`src/rtl/onehot_encoder_seq.sv`:
```
// onehot_encoder_seq: sequential 8-to-3 encoder.
// Accepts a multi-hot request vector over valid/ready. For each set bit it
// emits that bit's binary index, one code per output handshake, lowest index
// first.
//
// Ports:
//   clk, rst_n           clock; synchronous active-low reset
//   enable               0 freezes the block: nothing accepted, nothing emitted
//   in_valid/in_ready/in request vector handshake (in_ready is combinational)
//   out_valid/out_ready  code handshake
//   out, out_last        index of the lowest pending bit; set on the final code
//   busy                 a vector is being scanned
//   zero_drop            one-cycle pulse when an all-zero vector is swallowed
module onehot_encoder_seq #(
    parameter int unsigned WIDTH = 8,
    parameter int unsigned IDX_W = $clog2(WIDTH)
) (
    input  logic             clk,
    input  logic             rst_n,
    input  logic             enable,
    input  logic             in_valid,
    output logic             in_ready,
    input  logic [WIDTH-1:0] in,
    output logic             out_valid,
    input  logic             out_ready,
    output logic [IDX_W-1:0] out,
    output logic             out_last,
    output logic             busy,
    output logic             zero_drop
);

    typedef enum logic {
        IDLE = 1'b0,
        SCAN = 1'b1
    } state_t;

    state_t           state, state_nx;
    logic [WIDTH-1:0] pending, pending_nx;
    logic             out_valid_nx;
    logic [IDX_W-1:0] out_nx;
    logic             out_last_nx;
    logic             busy_nx;
    logic             zero_drop_nx;
    logic             fire;

    // Index of the lowest set bit; 0 for an empty vector.
    function automatic logic [IDX_W-1:0] lowest_idx(input logic [WIDTH-1:0] v);
        logic [IDX_W-1:0] idx;
        idx = '0;
        for (int i = int'(WIDTH) - 1; i >= 0; i--) begin
            if (v[i]) idx = IDX_W'(i);
        end
        return idx;
    endfunction

    // True when exactly one bit is set.
    function automatic logic is_single(input logic [WIDTH-1:0] v);
        return (v != '0) && ((v & (v - WIDTH'(1))) == '0);
    endfunction

    assign in_ready = (state == IDLE) & enable & rst_n;

    // Output handshake; ignored while the block is frozen.
    assign fire = (state == SCAN) & out_valid & out_ready & enable;

    // Next-state and registered-output logic.
    always_comb begin
        state_nx     = state;
        pending_nx   = pending;
        out_valid_nx = out_valid;
        zero_drop_nx = 1'b0;

        unique case (state)
            IDLE: begin
                if (in_valid && in_ready) begin
                    if (in != '0) begin
                        pending_nx   = in;
                        state_nx     = SCAN;
                        out_valid_nx = 1'b1;
                    end else begin
                        zero_drop_nx = 1'b1;
                    end
                end
            end
            SCAN: begin
                // Dropping enable only masks out_valid; pending is kept so
                // the same code reappears once enable returns.
                out_valid_nx = enable;
                if (fire) begin
                    pending_nx = pending & (pending - WIDTH'(1));
                    if (out_last) begin
                        state_nx     = IDLE;
                        out_valid_nx = 1'b0;
                    end
                end
            end
        endcase

        // Code outputs track the pending set of the next cycle, so the next
        // code is presented right after a handshake with no bubble.
        out_nx      = lowest_idx(pending_nx);
        out_last_nx = is_single(pending_nx);
        busy_nx     = (state_nx == SCAN);
    end

    // State and output registers.
    always_ff @(posedge clk) begin
        if (!rst_n) begin
            state     <= IDLE;
            pending   <= '0;
            out_valid <= 1'b0;
            out       <= '0;
            out_last  <= 1'b0;
            busy      <= 1'b0;
            zero_drop <= 1'b0;
        end else begin
            state     <= state_nx;
            pending   <= pending_nx;
            out_valid <= out_valid_nx;
            out       <= out_nx;
            out_last  <= out_last_nx;
            busy      <= busy_nx;
            zero_drop <= zero_drop_nx;
        end
    end

endmodule

```
`config.mk`:
```
export PLATFORM = sky130hd
export DESIGN_NAME = onehot_encoder_seq
export DESIGN_NICKNAME = d
export VERILOG_FILES = /design/src/rtl/onehot_encoder_seq.sv
export SDC_FILE = /design/constraint.sdc
export NUM_CORES = 1
export LEC_CHECK = 0
export ABC_AREA = 1
export CORE_ASPECT_RATIO = 1.4
export CORE_MARGIN = 2
export CORE_UTILIZATION = 48
export DETAILED_ROUTE_END_ITERATION = 8
export PLACE_DENSITY = 0.77
export SLEW_MARGIN = 40
export SYNTH_ARGS = -nofsm -noshare
export SYNTH_HDL_FRONTEND = slang
export SYNTH_SLANG_ARGS = --single-unit
export TNS_END_PERCENT = 5
```
`constraint.sdc`:
```
create_clock -name clk -period 2.2 [get_ports clk]
set_clock_uncertainty 0.2 [all_clocks]
set_input_delay 0.33 -clock clk [delete_from_list [all_inputs] [get_ports clk]]
set_output_delay 0.33 -clock clk [all_outputs]
set_load 0.01 [all_outputs]
```
# --- After elaboration in Yosys (flattened, before gate mapping) ---
# Index checks and enable logic that the tools add are counted.
classes:
  add_sub_neg: 2
  n_eq_ne: 2
  n_mux: 22
  bitwise_logic: 10
  n_reduce_logical: 10
op_table:
  columns: ["cell", "n"]
  rows:
  - ["$mux 8", 3]
  - ["$and 8x8->8", 2]
  - ["$pmux 8 s2", 1]
  - ["$reduce_bool 8->1", 2]
  - ["$sub 8x1->8 const B", 2]
  - ["$mux 3", 4]
  - ["$mux 1", 10]
  - ["$logic_not 8->1", 1]
  - ["$reduce_or 3->1", 2]
  - ["$and 1x1->1", 5]
  - ["$reduce_or 5->1", 1]
  - ["$mux 2", 2]
  - ["$ne 2x1->1 const B", 2]
  - ["$pmux 1 s2", 2]
  - ["$not 1->1", 3]
  - ["$logic_and 1x1->1", 2]
  - ["$reduce_and 2->1", 1]
  - ["$reduce_or 2->1", 1]
totals:
  ff_bits: 15
  input_bits: 13
  output_inout_bits: 8
  elab_cells: 54

# --- Longest topological paths before layout ---
logic_depth:
  depth_word: 13
  ltp_mapped: 13
  mapped_depth_nobuf: 13

# --- Least setup slack after synthesis ---
# No wires, ideal clock.
synth_path:
  path_kind: "reg-to-reg"
  from: "register state"
  to: "register out_last"
  setup_time_ps: 116
  t_arrival_ps: 1539
  t_required_ps: 1884
  slack_ps: 345
  stages_incl_launch_ff: 13
  path_buffers: 0
  synth_period_minus_slack_ps: 1855
  cell_sequence: "dfxtp_1 nor3_4 o21ai_4 nand2_1 nand2_1 nand2_2 nand2_1 nor2_1 nand2_1 nand2_1 nor2_1 nand2_1 nor2_2"
synth_between:
  elab_chain_cells: 10
  elab_cells_between_ends: 15
  classes_between: "add/sub (1); mux (3); bitwise (7); reduce/logical (4)"
synth_lines:
  columns: ["element", "line_no", "rtl"]
  rows:
  - ["start: declaration", "37", "state_t state, state_nx;"]
  - ["start signal: assignment", "117", "state <= state_nx;"]
  - ["$not 1->1", null, null]
  - ["$and 1x1->1 (2 in series)", "61", "assign in_ready = (state == IDLE) & enable & rst_n;"]
  - ["$logic_and 1x1->1", "75", "if (in_valid && in_ready) begin"]
  - ["$mux 8", "75", null]
  - ["$pmux 8 s2 (*)", "73", "unique case (state)"]
  - ["$sub 8x1->8", "58", "return (v != '0) && ((v & (v - WIDTH'(1))) == '0);"]
  - ["$and 8x8->8", "58", null]
  - ["$logic_not 8->1", "58", null]
  - ["$logic_and 1x1->1 (*)", "58", null]
  - ["end signal: assignment", "121", "out_last <= out_last_nx;"]
  - ["end: declaration", "27", "output logic out_last,"]
# Every way passes the cells marked *; elsewhere a longest branch is shown, timed or not.
# A chain may end at the register's enable or synchronous reset.

# --- Final worst setup path ---
layout_path:
  from: "input rst_n"
  to: "register out_last"
layout_between:
  elab_chain_cells: 8
  elab_cells_between_ends: 9
  classes_between: "add/sub (1); mux (2); bitwise (2); reduce/logical (4)"
layout_lines:
  columns: ["element", "line_no", "rtl"]
  rows:
  - ["start: declaration", "19", "input logic rst_n,"]
  - ["$and 1x1->1", "61", null]
  - ["$logic_and 1x1->1", "75", null]
  - ["$mux 8", "75", null]
  - ["$pmux 8 s2", "73", null]
  - ["$sub 8x1->8", "58", null]
  - ["$and 8x8->8", "58", null]
  - ["$logic_not 8->1", "58", null]
  - ["$logic_and 1x1->1", "58", null]
# Several ways; a longest one is shown, not always the timed one.

==> results.json <==
{
  "run_status": "completed",
  "ant_nets": 0,
  "synth_cell_types": 24,
  "syn_avg_cell_area_um2": 6.281,
  "io_pins": 21,
  "critPathLaunch": "rst_n",
  "startpoint_type": "input pin",
  "gr-usage-all-layers_pct": 23.87,
  "gp_congestion": 0.8441,
  "clk_latency_ps": 270,
  "fin_crit_ps": 2095,
  "antenna_found_initial": 0,
  "required_ps": 2170,
  "synth_nets": 161,
  "dpl_worst_slack_ps": -187.2,
  "initialDrtViolationCount": 20,
  "cts_tree": "yes",
  "grt_overflow_total": 0,
  "die_w_um": 41.20,
  "cp_max_fo": 10,
  "first_global_vias": 1027,
  "ys_seq_elements": 15,
  "dr.pass1.iters": 4,
  "crit_path_frequent_cell": "nand2_1",
  "endpoint_kind": "flop",
  "worstPathCellList": "clkdlybuf4s50_1 > nand2_2 > nor3_4 > buf_12 > o21ai_4 > nand2_1 > nand2_1 > nand2_1 > nand2_1 > nor2_2 > nand2_1 > nand2_1 > nor2_1 > nand2_1 > nor2_2",
  "hold_buffers": 0,
  "synth-async-reset-ratio_pct": 0,
  "drive_above_1_share_pct": 22.63,
  "synth_ff_type": "dfxtp_1",
  "fp-row-count": 18,
  "seq_power_share_pct": 44.5,
  "grt_start_max_net_pins": 14,
  "synth_edf_count": 0,
  "min_period_over_period_pct": 95.21,
  "dieArea_mm2": 0.002310,
  "synth.largest_area_cell": "dfxtp_1",
  "hold_path.class": "reg2reg",
  "cp_slowest_cell": "clkdlybuf4s50_1",
  "diodes": 0,
  "placedCellCount": 205,
  "p_leak_nw": 0.6072,
  "synthCells": 148,
  "syn-cell-area_um2": 929.6,
  "clockRootBuffer": "clkbuf_4",
  "setup_ws_ps": 105.4,
  "synth_compound_area_share_pct": 9.017,
  "synth_top_family_by_area": "simple AND/OR/NAND/NOR gates",
  "clockBufferDepth": 2,
  "synth_fa_ha_area_share_pct": 0,
  "comb_power_share_pct": 32.9,
  "swShare_pct": 31.25,
  "layout_commonest_cell": "nand2_1",
  "reg2reg_slack_ps": 230,
  "maxSlewViolCount": 0,
  "synth_top_area_share_pct": 32.30,
  "vdd_ir_drop_max_mv": 0.4853,
  "numCtsBuffers": 3,
  "hold_viol": 0,
  "clock-sinks": 15,
  "min_from": "state$_SDFF_PN0_",
  "p_sw_mw": 0.2115,
  "grt_pass1_wl_um": 4015,
  "synthTopCellsByArea": "dfxtp_1, nand2_1, nor2_1",
  "drt-wirelength-per-cell_um": 11.47,
  "power_density_mw_per_mm2": 504.1,
  "areaGrowthSynthToFinish_pct": 44.41,
  "initial_core_util_pct": 51.60,
  "drt-total-wl_um": 2409,
  "tns_ps": 0,
  "reg2reg_from": "state$_SDFF_PN0_",
  "worst-endpoint-arrival_ps": 2070,
  "fp.dieH_um": 56.07,
  "p_int_mw": 0.4653,
  "clkTransAtPathRegs_ps": 90,
  "yosysSeqAreaShare_pct": 32.30,
  "fillers": 158,
  "core_mm2": 0.001802,
  "p_total_mw": 0.6768,
  "vias_per_cell": 5.086,
  "most-common-layout-cells": "nand2_1, nor2_1, clkdlybuf4s50_1, buf_4, dfxtp_1",
  "power_frac_clock_pct": 22.6,
  "port-buffer-count": 20,
  "instances_no_fill": 210,
  "synthSimpleGateAreaFrac_pct": 54.64,
  "fmax_mhz": 477.4,
  "place_hpwl_um": 1942,
  "setup_violations": 0,
  "hold_ws_ps": 362.2,
  "synth_xor_xnor_area_share_pct": 0,
  "slew_headroom_pct": 73.55,
  "htree_levels": 1,
  "drv_cap": 0,
  "layout.nets": 204,
  "via_count": 1068,
  "tightest_slew_ps": 396.4,
  "max_stage_delay_ps": 510,
  "worstSetupPathType": "in2reg",
  "muxShareOfSynthArea_pct": 0,
  "ys_warn_count": 0,
  "drc": 0
}
[flip-flops by register name (all words and copies together) (netlist names)]
signal / flops
out: 3
zero_drop: 1
out_last: 1
state: 1
pending: 8
out_valid: 1
[area by class of cell]
| class | count | area [µm²] | area share, % |
|---|---|---|---|
| multi-input cells | 124 | 605.6 | 45.11 |
| repair buffers | 39 | 354.1 | 26.37 |
| flip-flops and latches | 15 | 300.3 | 22.37 |
| inverters | 8 | 30.03 | 2.237 |
| well taps | 20 | 25.02 | 1.864 |
| clock buffers | 3 | 22.52 | 1.678 |
| clock inverters | 1 | 5.005 | 0.3728 |
[cell usage after synthesis, types with 2 or more instances]
cell type,count
nand3_1,5
nand4_1,3
o21ai_1,2
clkbuf_1,2
nor2_2,2
nor2_1,26
nor3_1,3
nand2_4,3
o21ai_0,3
inv_1,7
nand2_2,7
nand2_1,56
dfxtp_1,15
a21oi_1,4
[kinds of logic (layout without fill, tap and decap cells)]
| group | after synthesis | after routing |
|---|---|---|
| DFF | 15 | 15 |
| and+or+nand+nor | 110 | 110 |
| buffers and inverters | 10 | 51 |
| AOI/OAI and AO/OA | 13 | 14 |
[what timing repair did]
item,in CTS,in global routing
setup endpoints to repair,1,2
setup buffers,0,0
pin swaps,0,1
resized for setup,1,2
cloned,0,1
[per-layer routing]
| metal | up-vias | global-route usage [%] | part of all wire (%) |
|---|---|---|---|
| li1 | 556 | - | - |
| met1 | 490 | 25.63 | 40 |
| met2 | 18 | 43.30 | 56 |
| met3 | 4 | 2.800 | 2.6 |
| met4 | 0 | 8.295 | 1.4 |
| met5 | - | 0 | 0 |
[critical path, delay by kind of cell]
family                 cells  cell delay (ps)
AOI/OAI and AO/OA          1               70
buffers and inverters      2              660
and+or+nand+nor           12             1000
[power by group through the flow]
stage	registers [mW]	logic, mW	clock network [mW]
after floorplan	0.311	0.111	0
after global placement	0.307	0.215	0
after detailed placement	0.308	0.220	0
after CTS	0.301	0.220	0.158
after global routing	0.304	0.247	0.168
final	0.301	0.223	0.153
[through the flow]
step / area, µm² / util [%]
global route: 1343 / 74.51
finish: 1343 / 74.51
global placement: 1303 / 72.29
floorplan: 929.6 / -
CTS: 1329 / 73.75
detailed placement: 1303 / 72.29
[worst paths after layout]
kind,cells past startpoint,end
worst max register to register,13,out_last$_SDFF_PN0_
worst min-delay path,1,zero_drop$_SDFF_PP0_
worst min register to register,1,zero_drop$_SDFF_PP0_
worst max-delay path,15,out_last$_SDFF_PN0_
Note: power is estimated with default switching activity, not from simulation.
